### src/rtl/toll_lane_ctrl.sv
// Toll-lane sequencer: car detect -> hi-pass card read -> charge -> gate, with evasion/blacklist alarm.
// Optional vehicle/revenue statistics are built when TOLL_LANE_STATS_EN is defined.
module toll_lane_ctrl #(
   parameter int BASE_FEE    = 20,
   parameter int TIMEOUT     = 16,
   parameter int GATE_CYCLES = 8,
   parameter int VIOL_CYCLES = 4
) (
   input  logic        clk,
   input  logic        rst,
   input  logic        car_sync,
   input  logic [3:0]  hipass_sync,
   input  logic        force_open,
   output logic [1:0]  en,
   output logic        gate_open,
   output logic [7:0]  fee,
   output logic        charge_valid,
   output logic        violation,
   output logic        busy
`ifdef TOLL_LANE_STATS_EN
   ,
   output logic [7:0]  veh_count,
   output logic [15:0] revenue
`endif
);

   localparam int MAX_TG = (TIMEOUT > GATE_CYCLES) ? TIMEOUT : GATE_CYCLES;
   localparam int MAX_C  = (MAX_TG > VIOL_CYCLES) ? MAX_TG : VIOL_CYCLES;
   localparam int CNT_W  = $clog2(MAX_C + 1);

   localparam logic [CNT_W-1:0] TO_LD   = CNT_W'(TIMEOUT);
   localparam logic [CNT_W-1:0] GATE_LD = CNT_W'(GATE_CYCLES);
   localparam logic [CNT_W-1:0] VIOL_LD = CNT_W'(VIOL_CYCLES);
   localparam logic [CNT_W-1:0] CNT_ONE = CNT_W'(1);
   localparam logic [9:0]       BASE10  = 10'(BASE_FEE);

   localparam logic [1:0] EN_CAR    = 2'b01;
   localparam logic [1:0] EN_HIPASS = 2'b10;
   localparam logic [1:0] EN_OFF    = 2'b00;

   typedef enum logic [2:0] {
      ST_IDLE   = 3'd0,
      ST_HIPASS = 3'd1,
      ST_CHARGE = 3'd2,
      ST_GATE   = 3'd3,
      ST_VIOL   = 3'd4
   } state_t;

   state_t           state_r;
   logic [CNT_W-1:0] cnt_r;
   logic [1:0]       en_r;
   logic             gate_r;
   logic [7:0]       fee_r;
   logic             charge_valid_r;
   logic             viol_r;
   logic             busy_r;

   // Fee is evaluated from the card code at the read edge so it is valid together with charge_valid
   function automatic logic [7:0] calc_fee(input logic [3:0] code);
      logic [9:0] raw;
      logic [7:0] sat;
      raw = (BASE10 * {8'd0, code[3:2]}) + BASE10;
      sat = (raw > 10'd255) ? 8'hFF : raw[7:0];
      case (code[1:0])
         2'b00:   calc_fee = sat;
         2'b01:   calc_fee = {1'b0, sat[7:1]};
         2'b10:   calc_fee = 8'd0;
         2'b11:   calc_fee = {2'b00, sat[7:2]};
         default: calc_fee = sat;
      endcase
   endfunction

   // Lane FSM: state, shared cycle counter and every registered output
   always_ff @(posedge clk or negedge rst) begin
      if (!rst) begin
         state_r        <= ST_IDLE;
         cnt_r          <= '0;
         en_r           <= EN_CAR;
         gate_r         <= 1'b0;
         fee_r          <= 8'd0;
         charge_valid_r <= 1'b0;
         viol_r         <= 1'b0;
         busy_r         <= 1'b0;
      end else begin
         charge_valid_r <= 1'b0;
         if (force_open) begin
            state_r <= ST_GATE;
            cnt_r   <= GATE_LD;
            en_r    <= EN_OFF;
            gate_r  <= 1'b1;
            viol_r  <= 1'b0;
            busy_r  <= 1'b1;
         end else begin
            case (state_r)
               ST_IDLE: begin
                  if (car_sync) begin
                     state_r <= ST_HIPASS;
                     cnt_r   <= TO_LD;
                     en_r    <= EN_HIPASS;
                     busy_r  <= 1'b1;
                  end else begin
                     state_r <= ST_IDLE;
                  end
               end
               ST_HIPASS: begin
                  // A valid read beats an expiring counter; the blacklist code beats both
                  if (hipass_sync == 4'b1111) begin
                     state_r <= ST_VIOL;
                     cnt_r   <= VIOL_LD;
                     en_r    <= EN_OFF;
                     viol_r  <= 1'b1;
                  end else if (hipass_sync != 4'b0000) begin
                     state_r        <= ST_CHARGE;
                     en_r           <= EN_OFF;
                     fee_r          <= calc_fee(hipass_sync);
                     charge_valid_r <= 1'b1;
                  end else if (cnt_r == CNT_ONE) begin
                     state_r <= ST_VIOL;
                     cnt_r   <= VIOL_LD;
                     en_r    <= EN_OFF;
                     viol_r  <= 1'b1;
                  end else begin
                     cnt_r <= cnt_r - CNT_ONE;
                  end
               end
               ST_CHARGE: begin
                  state_r <= ST_GATE;
                  cnt_r   <= GATE_LD;
                  gate_r  <= 1'b1;
               end
               ST_GATE: begin
                  if (cnt_r == CNT_ONE) begin
                     state_r <= ST_IDLE;
                     cnt_r   <= '0;
                     en_r    <= EN_CAR;
                     gate_r  <= 1'b0;
                     busy_r  <= 1'b0;
                  end else begin
                     cnt_r <= cnt_r - CNT_ONE;
                  end
               end
               ST_VIOL: begin
                  if (cnt_r == CNT_ONE) begin
                     state_r <= ST_IDLE;
                     cnt_r   <= '0;
                     en_r    <= EN_CAR;
                     viol_r  <= 1'b0;
                     busy_r  <= 1'b0;
                  end else begin
                     cnt_r <= cnt_r - CNT_ONE;
                  end
               end
               default: begin
                  state_r <= ST_IDLE;
                  cnt_r   <= '0;
                  en_r    <= EN_CAR;
                  gate_r  <= 1'b0;
                  viol_r  <= 1'b0;
                  busy_r  <= 1'b0;
               end
            endcase
         end
      end
   end

   assign en           = en_r;
   assign gate_open    = gate_r;
   assign fee          = fee_r;
   assign charge_valid = charge_valid_r;
   assign violation    = viol_r;
   assign busy         = busy_r;

`ifdef TOLL_LANE_STATS_EN
   logic [7:0]  veh_count_r;
   logic [15:0] revenue_r;
   logic [16:0] rev_sum_s;

   assign rev_sum_s = {1'b0, revenue_r} + {9'd0, fee_r};

   // Statistics advance only on a charge pulse, so forced openings never count
   always_ff @(posedge clk or negedge rst) begin
      if (!rst) begin
         veh_count_r <= 8'd0;
         revenue_r   <= 16'd0;
      end else if (charge_valid_r) begin
         veh_count_r <= veh_count_r + 8'd1;
         revenue_r   <= rev_sum_s[16] ? 16'hFFFF : rev_sum_s[15:0];
      end else begin
         veh_count_r <= veh_count_r;
         revenue_r   <= revenue_r;
      end
   end

   assign veh_count = veh_count_r;
   assign revenue   = revenue_r;
`endif

endmodule

### config.mk
export PLATFORM = sky130hd
export DESIGN_NAME = toll_lane_ctrl
export DESIGN_NICKNAME = d
export VERILOG_FILES = /design/src/rtl/toll_lane_ctrl.sv
export SDC_FILE = /design/constraint.sdc
export NUM_CORES = 1
export LEC_CHECK = 0
export CORE_ASPECT_RATIO = 0.8
export CORE_MARGIN = 4
export CORE_UTILIZATION = 57
export DETAILED_ROUTE_END_ITERATION = 8
export HOLD_SLACK_MARGIN = 0.05
export PLACE_DENSITY = 0.89
export REMOVE_ABC_BUFFERS = 1
export SKIP_CTS_REPAIR_TIMING = 1
export SYNTH_ARGS = -nofsm -noshare
export SYNTH_HDL_FRONTEND = slang
export SYNTH_SLANG_ARGS = --single-unit
### constraint.sdc
create_clock -name clk -period 5.2 [get_ports clk]
set_input_delay 0.52 -clock clk [delete_from_list [all_inputs] [get_ports clk]]
set_output_delay 0.52 -clock clk [all_outputs]
set_load 0.01 [all_outputs]
=== Word-level counts from Yosys, hierarchy flattened ===
Cells that the tools add are included.

* Register bits after elaboration: 22
* Logic and storage cells: 86

* $add $sub $neg: 2
* Multiply operators: 1
* Magnitude comparators: 1
* Equality and inequality tests: 20
* Multiplexer cells: 38
* Bitwise gates (word level): 2
* Reductions and logical operators: 14

{| class="wikitable"
|+ Operators with widths
! cell !! count
|-
| one-hot mux 8 bit (4 select lines) || 1
|-
| 2-to-1 mux 5 bit || 6
|-
| one-hot mux 5 bit (4 select lines) || 1
|-
| 2-to-1 mux 3 bit || 5
|-
| 2-to-1 mux 1 bit || 13
|-
| 2-to-1 mux 2 bit || 6
|-
| one-hot mux 3 bit (4 select lines) || 1
|-
| AND reduction 4 bit || 3
|-
| inequality test 3 bit (second input constant) || 3
|-
| one-hot mux 1 bit (3 select lines) || 3
|-
| adder 7 x 5 -> 8 bit (second input constant) || 1
|-
| > comparator 8 bit (second input constant) || 1
|-
| 2-to-1 mux 8 bit || 1
|-
| inequality test 4 bit (second input constant) || 2
|-
| one-hot mux 2 bit (4 select lines) || 1
|-
| == test 3 x 2 -> 1 bit (second input constant) || 2
|-
| inequality test 2 x 1 -> 1 bit (second input constant) || 3
|-
| AND reduction 2 bit || 3
|-
| OR reduction 3 bit || 2
|-
| == test 5 x 1 -> 1 bit (second input constant) || 1
|-
| multiplier 3 x 2 -> 5 bit (first input constant) || 1
|-
| inequality test 5 bit (second input constant) || 1
|-
| subtractor 5 x 1 -> 5 bit (second input constant) || 1
|-
| == test 2 bit (second input constant) || 2
|-
| other kinds (12) || 14
|}

=== Logic depth before layout (Yosys ltp) ===
Gate-level depths: netlist of run 1.

* Word-level depth: 6
* Depth in mapped cells: 9

=== Worst setup path after synthesis of run 1 ===
OpenSTA, ideal clock, no wires.

* Kind: input to register
* Start point: input port hipass_sync[2]
* End point: register fee_r[5], in the netlist fee[5]
* Library setup time: 134 ps
* Arrival: 1,836 ps
* Data required time: 5,066 ps
* Slack: 3,230 ps
* Stages: 9
* Cell sequence: inv_1 ha_1 or3b_1 nand2_1 or4_1 clkbuf_1 clkbuf_1 nand2_1 o31ai_1

* Cells in the longest elaborated chain, start to end: 5
* Elaborated cells between the ends (all ways): 9
* Classes of those cells: 1 x add/sub; 1 x mul; 1 x order compare; 1 x eq/ne; 2 x mux; 1 x bitwise; 2 x reduce/logical

{| class="wikitable"
|+ Ends and longest elaborated chain
! element !! line !! RTL
|-
| start: declaration || 12 || <nowiki>input logic [3:0] hipass_sync,</nowiki>
|-
| multiplier 3 x 2 -> 5 bit || 62 || <nowiki>raw = (BASE10 * {8'd0, code[3:2]}) + BASE10;</nowiki>
|-
| adder 7 x 5 -> 8 bit || 62 ||
|-
| > comparator 8 bit || 63 || <nowiki>sat = (raw > 10'd255) ? 8'hFF : raw[7:0];</nowiki>
|-
| 2-to-1 mux 8 bit || 63 ||
|-
| one-hot mux 8 bit (4 select lines) || 64 || <nowiki>case (code[1:0])</nowiki>
|-
| end signal: assignment || 115 || <nowiki>fee_r <= calc_fee(hipass_sync);</nowiki>
|-
| end: declaration || 53 || <nowiki>logic [7:0] fee_r;</nowiki>
|}

Parallel ways exist; a longest one is shown, timed or not.
A chain may end at the register's enable or synchronous reset.

=== Worst setup path after layout of run 1 ===
Ends and elaborated chain as after synthesis.

==> summary.md, run 1 <==
| Metric | Value |
|---|---|
| Vias/cell | 6.18 |
| Critical Path AT | roughly 2600 ps |
| WHS Endpoint | fee[1] |
| Hold_ws | 495 ps |
| Critical path's largest stage delay | around 640 ps |
| Worst Path Buf+Inv | 2 |
| Crit path depth | 7 |
| Filler cells | 183 |
| Residual DRC | 0 |
| Die Y | about 52 um |
| Worst flop-to-flop path startpoint | cnt_r[1] |
| Die area | 3320 um^2 |
| Cells on worst reg2reg path | 7 |
| Leak | 0.652 nW |
| Final setup fails | 0 |
| FF+latch count, synth | 21 |
| Clock tree root driver cell | clkbuf_4 |
| Share of cells above drive strength 1 | 5.98% |
| Max-cap violations | 0 |
| Slew HR | 35.7% |
| R2R Path End | busy |
| EDFF count, synth | 0 |
| R2r setup slk | 3020 ps |
| Synthesized area per cell | about 8 um^2 |
| I/O Buffers | 20 |
| Synth Flop Type | dfrtp_1 |
| Routed WL | between 3 and 4 mm |
| Min-delay src | fee[1] |
| Routed WL per cell | 16.5 um |
| Clock latency on the worst-skew pair | 320 ps |
| Global-route wire length before repair | 6.07 mm |
| H-tree depth | 1 |
| Setup crit start kind | input port |
| Gr ovfl total | 0 |
| Post-Syn Area | 1400 um^2 |
| Setup TNS | 0 ps |
| Critical Path RT | 5440 ps |
| CTS Sinks | 21 |
| Largest net degree at the start of global routing | 25 |
| Gate Count Post-Synth | 173 |
| Num CTS Buffers | 3 |
| Pre-CTS setup slack | 2490 ps |
| Ant diodes | 0 |
| Longest Clk Path Bufs | 2 |
| Number of vias in the routed layout | 1292 |
| Clk_skew | 9.41 ps |
| Gpl congestion | slightly below 0.9 |
| Initial core utilization | roughly 62% |
| Post-DP HPWL | 2.55 mm |
| CTS tree | built |
| Routed Antenna Nets | 0 |
| Synth Warn # | 0 |
| Worst slew pin tran | 962 ps |
| First-pass iteration count of the detailed router | 4 |
| Die width | roughly 63 um |
| Core region area | ~2300 um^2 |
| Crit path cell chain | clkdlybuf4s50_1 -> inv_1 -> ha_1 -> or3b_1 -> nand2_1 -> or4_1 -> o31ai_1 |
| Overall Global Routing Usage | 23.7% |
| CP Capture Type | flop |
| Inst Count DP | 205 |
| Critical path class | input port to flop |
| Status | finished, final reports clean |
| Unrepaired setup endpoints after global routing | no |
| CP top delay family | simple AND/OR/NAND/NOR gates |
| Slowest CP cell | or4_1 |
| Vias in the first global route | 1288 |
| Antenna violations before repair | 0 |
| Multi-input combinational cell area | about 770 um^2 |
| Peak Freq | between 0.4 and 0.5 GHz |
| Nets | 198 |
| Final non-filler cell total | 209 |
| Share of flip-flops with an asynchronous set or reset | 100% |
| Netlist cell types | 43 |
| Initial drt markers | 97 |
| Period utilisation layout | 45.3% |
| Tmin final | 2350 ps |
| Register area | 527 um^2 |
| Worst-path clk slew | 130 ps |
| I/O Pins | 22 |
| Hold Path Depth | 2 |
| Final Hold Fails | 0 |
| Critical path origin | hipass_sync[2] |
| CP max FO | 15 |
| # rows | 15 |
| Final worst slack | 2850 ps |
| Area grow syn2layout | 13.9% |
| Most frequent cells in the layout | nand2_1 (23), dfrtp_1 (20), clkdlybuf4s50_1 (20), o21ai_0 (17), nor2_1 (13) |
| Seq/Total Area, Yosys | 37.6% |
| Leading cell type in the layout, fill and taps excluded | nand2_1 |
| Hold WC Path Type | flop to flop |
| Worst VDD drop | 0.000183 V |
| Max-slew violations | 0 |
| Power Density | ~360 nW/um^2 |
==> where the power goes <==
group / switching [W] / leakage [nW] / internal (W)
Combinational: 0.000115 / 0.376 / 0.000125
Clock: 0.0000546 / 0.0177 / 0.0000288
Sequential: 0.0000489 / 0.258 / 0.000207
Total: 0.000218 / 0.652 / 0.000361
==> synthesized netlist by cell type (2+ instances only) <==
library cell   n  area share, %
a21oi_1       11            3.9
inv_1          9            2.4
ha_1           5            4.5
dfrtp_1       20             36
nor2_1        13            3.5
o21ai_0       17            6.1
nand2b_1       5            2.2
nor2b_1        2           0.89
o211ai_1       2            1.1
a31oi_1        2           0.89
a211oi_1       3            1.6
nor3_1         7            2.5
or3_1          2           0.89
a22oi_1        2            1.1
o31ai_1        4            2.1
mux2i_1        2            1.4
buf_4          2            1.1
nor3b_1        4            2.1
o21ai_1        3            1.1
or4_1          2            1.1
nand2_1       23            6.2
clkbuf_1       9            2.4
nand3_1        4            1.4
==> sequential cells by signal (all words and copies together), names as in the netlist <==
register and cells:
fee 7, gate_open 1, en 2, cnt_r 5, violation 1, state_r 3
busy 1, charge_valid 1
==> stage by stage <==
stage / power (W) / cell area (um^2) / utilization (%)
after floorplan: 0.000388 / 1340 / -
after global placement: 0.000481 / 1570 / 69.6
after detailed placement: 0.000495 / 1570 / 69.6
after CTS: 0.000577 / 1590 / 70.8
after global routing: 0.000619 / 1590 / 70.8
final: 0.000579 / 1590 / 70.8
==> kinds of logic after synthesis <==
| group | count (synthesis) | share of synthesized area (%) |
|---|---|---|
| AO/OA/AOI/OAI | 53 | 23.9 |
| XOR/XNOR | 1 | 0.626 |
| adder cells (fa/ha/maj) | 5 | 4.47 |
| buffers and inverters | 22 | 7.06 |
| flip-flops | 21 | 37.6 |
| multiplexers | 3 | 2.23 |
| other | 1 | 0.268 |
| AND/OR/NAND/NOR | 67 | 23.9 |
==> routing by layer <==
| metal | track usage (%) | wire length (um) |
|---|---|---|
| met3 | 5.58 | 219 |
| met4 | 8.60 | 59 |
| met5 | 0 | 0 |
| met2 | 38.0 | 1560 |
| met1 | 31.7 | 1620 |
==> worst reg2reg max path, cell delays in order, from the launching register on <==
cell and delay, ps:
dfrtp_1 430, inv_1 90, ha_1 180, and2b_1 170, nor3b_1 660, a21oi_1 190
nand2b_1 180, a31oi_1 200
==> how the worst max path moves through the flow <==
stage	to
finish	fee[5]
CTS	fee[5]
global placement	fee[5]
global route	fee[5]
floorplan	fee[5]
detailed placement	fee[5]
==> cell type report <==
class	instances	area share, %
multi-input combinational	130	48.6
inverter	9	2.12
clock inverter	1	0.314
clock buffer	3	1.41
timing repair buffer	20	12.6
tap	25	1.96
sequential	21	33.0
Note: power is estimated with default switching activity, not from simulation.
==> run 2, diff against run 1 <==
--- a/config.mk
+++ b/config.mk
@@ -7,10 +7,10 @@
 export LEC_CHECK = 0
 export CORE_ASPECT_RATIO = 0.8
 export CORE_MARGIN = 4
-export CORE_UTILIZATION = 57
+export CORE_UTILIZATION = 48
 export DETAILED_ROUTE_END_ITERATION = 8
 export HOLD_SLACK_MARGIN = 0.05
-export PLACE_DENSITY = 0.89
+export PLACE_DENSITY = 0.8
 export REMOVE_ABC_BUFFERS = 1
 export SKIP_CTS_REPAIR_TIMING = 1
 export SYNTH_ARGS = -nofsm -noshare
==> constraint.sdc (replaced) <==
create_clock -name clk -period 2 [get_ports clk]
set_input_delay 0.2 -clock clk [delete_from_list [all_inputs] [get_ports clk]]
set_output_delay 0.2 -clock clk [all_outputs]
set_load 0.01 [all_outputs]
==> summary.md, run 2 (synthesized netlist as in run 1, its figures left out) <==
| Metric | Value |
|---|---|
| Status | complete, but fails checks (was finished, final reports clean) |
| Failing checks | setup timing |
| Initial core utilization | 50.6% (was 62.2%) |
| Setup crit start kind | flop (was input port) |
| Max-cap violations | 0 (unchanged) |
| Initial drt markers | 128 (was 97) |
| Number of vias in the routed layout | 1366 (was 1292) |
| Gr ovfl total | 0 (unchanged) |
| Global-route wire length before repair | 5.95 mm (was 6.07 mm) |
| Clock tree root driver cell | clkbuf_4 (unchanged) |
| # rows | 17 (was 15) |
| Ant diodes | 0 (unchanged) |
| Largest net degree at the start of global routing | 20 (was 25) |
| Unrepaired setup endpoints after global routing | yes (was no) |
| Die Y | 56.3 um (was 52.3 um) |
| Setup TNS | -8.55 ps (was 0 ps) |
| Routed Antenna Nets | 0 (unchanged) |
| Die width | 68.4 um (was 63.4 um) |
| CP max FO | 7 (was 15) |
| Final setup fails | 1 (was 0) |
| Vias/cell | 5.62 (was 6.18) |
| Leak | 0.759 nW (was 0.652 nW) |
| Worst VDD drop | 0.000533 V (was 0.000183 V) |
| Largest register FFs | 7 (unchanged) |
| R2r setup slk | -9 ps (was 3020 ps) |
| Worst-path clk slew | 120 ps (was 130 ps) |
| Residual DRC | 0 (unchanged) |
| Routed WL per cell | 15.0 um (was 16.5 um) |
| I/O Pins | 22 (unchanged) |
| Nets | 219 (was 198) |
| Critical path class | flop to flop (was input port to flop) |
| Worst slew pin tran | 738 ps (was 962 ps) |
| Die area | 3850 um^2 (was 3320 um^2) |
| Clk_skew | 5.93 ps (was 9.41 ps) |
| Power Density | 885 nW/um^2 (was 363 nW/um^2) |
| H-tree depth | 1 (unchanged) |
| Routed WL | 3.66 mm (was 3.46 mm) |
| CTS Sinks | 21 (unchanged) |
| CP Capture Type | flop (unchanged) |
| Final core occ | 65.0% (was 70.8%) |
| Tmin final | 2010 ps |
| Final Hold Fails | 0 (unchanged) |
| Peak Freq | between 0.4 and 0.5 GHz |
| Worst flop-to-flop path startpoint | cnt_r[1] (unchanged) |
| Gpl congestion | 0.913 (was 0.875) |
| Slew HR | 50.4% (was 35.7%) |
| Cells on worst reg2reg path | 7 (unchanged) |
| R2R Path End | state_r[1] (was busy) |
| Filler cells | 236 (was 183) |
| Clock latency on the worst-skew pair | 320 ps (about the same) |
| Vias in the first global route | 1278 (was 1288) |
| Critical Path RT | 2200 ps (was 5440 ps) |
| Post-DP HPWL | 2.83 mm (was 2.55 mm) |
| Overall Global Routing Usage | 20.1% (was 23.7%) |
| Final worst slack | -8.55 ps (was 2850 ps) |
| Multi-input combinational cell area | 803 um^2 (was 774 um^2) |
| Max-slew violations | 0 (unchanged) |
| Hold WC Path Type | input port to async pin (was flop to flop) |
| First-pass iteration count of the detailed router | 4 (unchanged) |
| Hold_ws | 171 ps (was 495 ps) |
| Num CTS Buffers | 3 (unchanged) |
| CTS tree | built (unchanged) |
| I/O Buffers | 20 (unchanged) |
| Share of cells above drive strength 1 | 17.6% (was 5.98%) |
| Leading cell type in the layout, fill and taps excluded | nand2_1 (unchanged) |
| Antenna violations before repair | 0 (unchanged) |
| Core region area | 2770 um^2 (was 2250 um^2) |
| Longest Clk Path Bufs | 2 (unchanged) |
| Area grow syn2layout | 28.4% (was 13.9%) |
| Register area | 528 um^2 (was 527 um^2) |
| Critical Path AT | 2210 ps (was 2590 ps) |
| Period utilisation layout | 100% |
| Most frequent cells in the layout | nand2_1 (23), buf_4 (21), clkdlybuf4s50_1 (20), dfrtp_1 (19), o21ai_0 (17) (was nand2_1 (23), dfrtp_1 (20), clkdlybuf4s50_1 (20), o21ai_0 (17), nor2_1 (13)) |
[run 2: layer usage]
layer	track usage, %	wire length [um]	vias up
li1	-	-	674
met1	29.3	1650	635
met2	29.1	1710	49
met3	5.00	228	8
met4	5.67	61	0
met5	0	0	-
[run 2: stage by stage]
step / setup WS [ps] / instances / instance area [um^2] / total power (W)
after global placement: -123 / 238 / 1730 / 0.00131
after CTS: -35.7 / 242 / 1760 / 0.00156
final: -8.55 / 243 / 1800 / 0.00159
after floorplan: 103 / 160 / 1340 / 0.00101
after global routing: -70.3 / 243 / 1800 / 0.00169
after detailed placement: -216 / 238 / 1730 / 0.00134
[run 2: worst max path at each step]
stage	end	cells after the start	slack [ps]	from
final	state_r[1]	7	-9	cnt_r[1]
after global routing	state_r[1]	7	-70	cnt_r[1]
after CTS	state_r[1]	7	-40	cnt_r[1]
after detailed placement	fee[5]	8	-220	hipass_sync[2]
after global placement	fee[5]	8	-120	hipass_sync[2]
after floorplan	state_r[1]	7	100	cnt_r[1]
[run 2: cell type report]
| type | count | area share (%) |
|---|---|---|
| Clock buffer | 3 | 1.25 |
| Clock inverter | 1 | 0.278 |
| Inverter | 9 | 1.88 |
| Multi-Input combinational cell | 130 | 44.7 |
| Sequential cell | 21 | 29.4 |
| Tap cell | 38 | 2.64 |
| Timing Repair Buffer | 41 | 19.9 |
[run 2: where the power goes]
part | leakage [nW] | internal (W) | switching, W | total (W)
sequential | 0.257 | 0.000539 | 0.0000987 | 0.000638
clock | 0.0177 | 0.0000748 | 0.000142 | 0.000217
combinational | 0.485 | 0.000388 | 0.000348 | 0.000736
total | 0.759 | 0.00100 | 0.000589 | 0.00159
[run 2: worst max-delay path, stage by stage, from the launching register on]
cell and delay, ps:
dfrtp_1 420, inv_2 80, ha_4 120, or4b_4 530, a21boi_2 180, o32a_4 170, a211oi_2 60, or3_1 340
==> run 3, diff against run 2 <==
--- a/config.mk
+++ b/config.mk
@@ -13,6 +13,7 @@
 export PLACE_DENSITY = 0.8
 export REMOVE_ABC_BUFFERS = 1
 export SKIP_CTS_REPAIR_TIMING = 1
+export SLEW_MARGIN = 10
 export SYNTH_ARGS = -nofsm -noshare
 export SYNTH_HDL_FRONTEND = slang
 export SYNTH_SLANG_ARGS = --single-unit
==> results of run 3 <==
Final layout, timing and power as in run 2 (identical DEF).
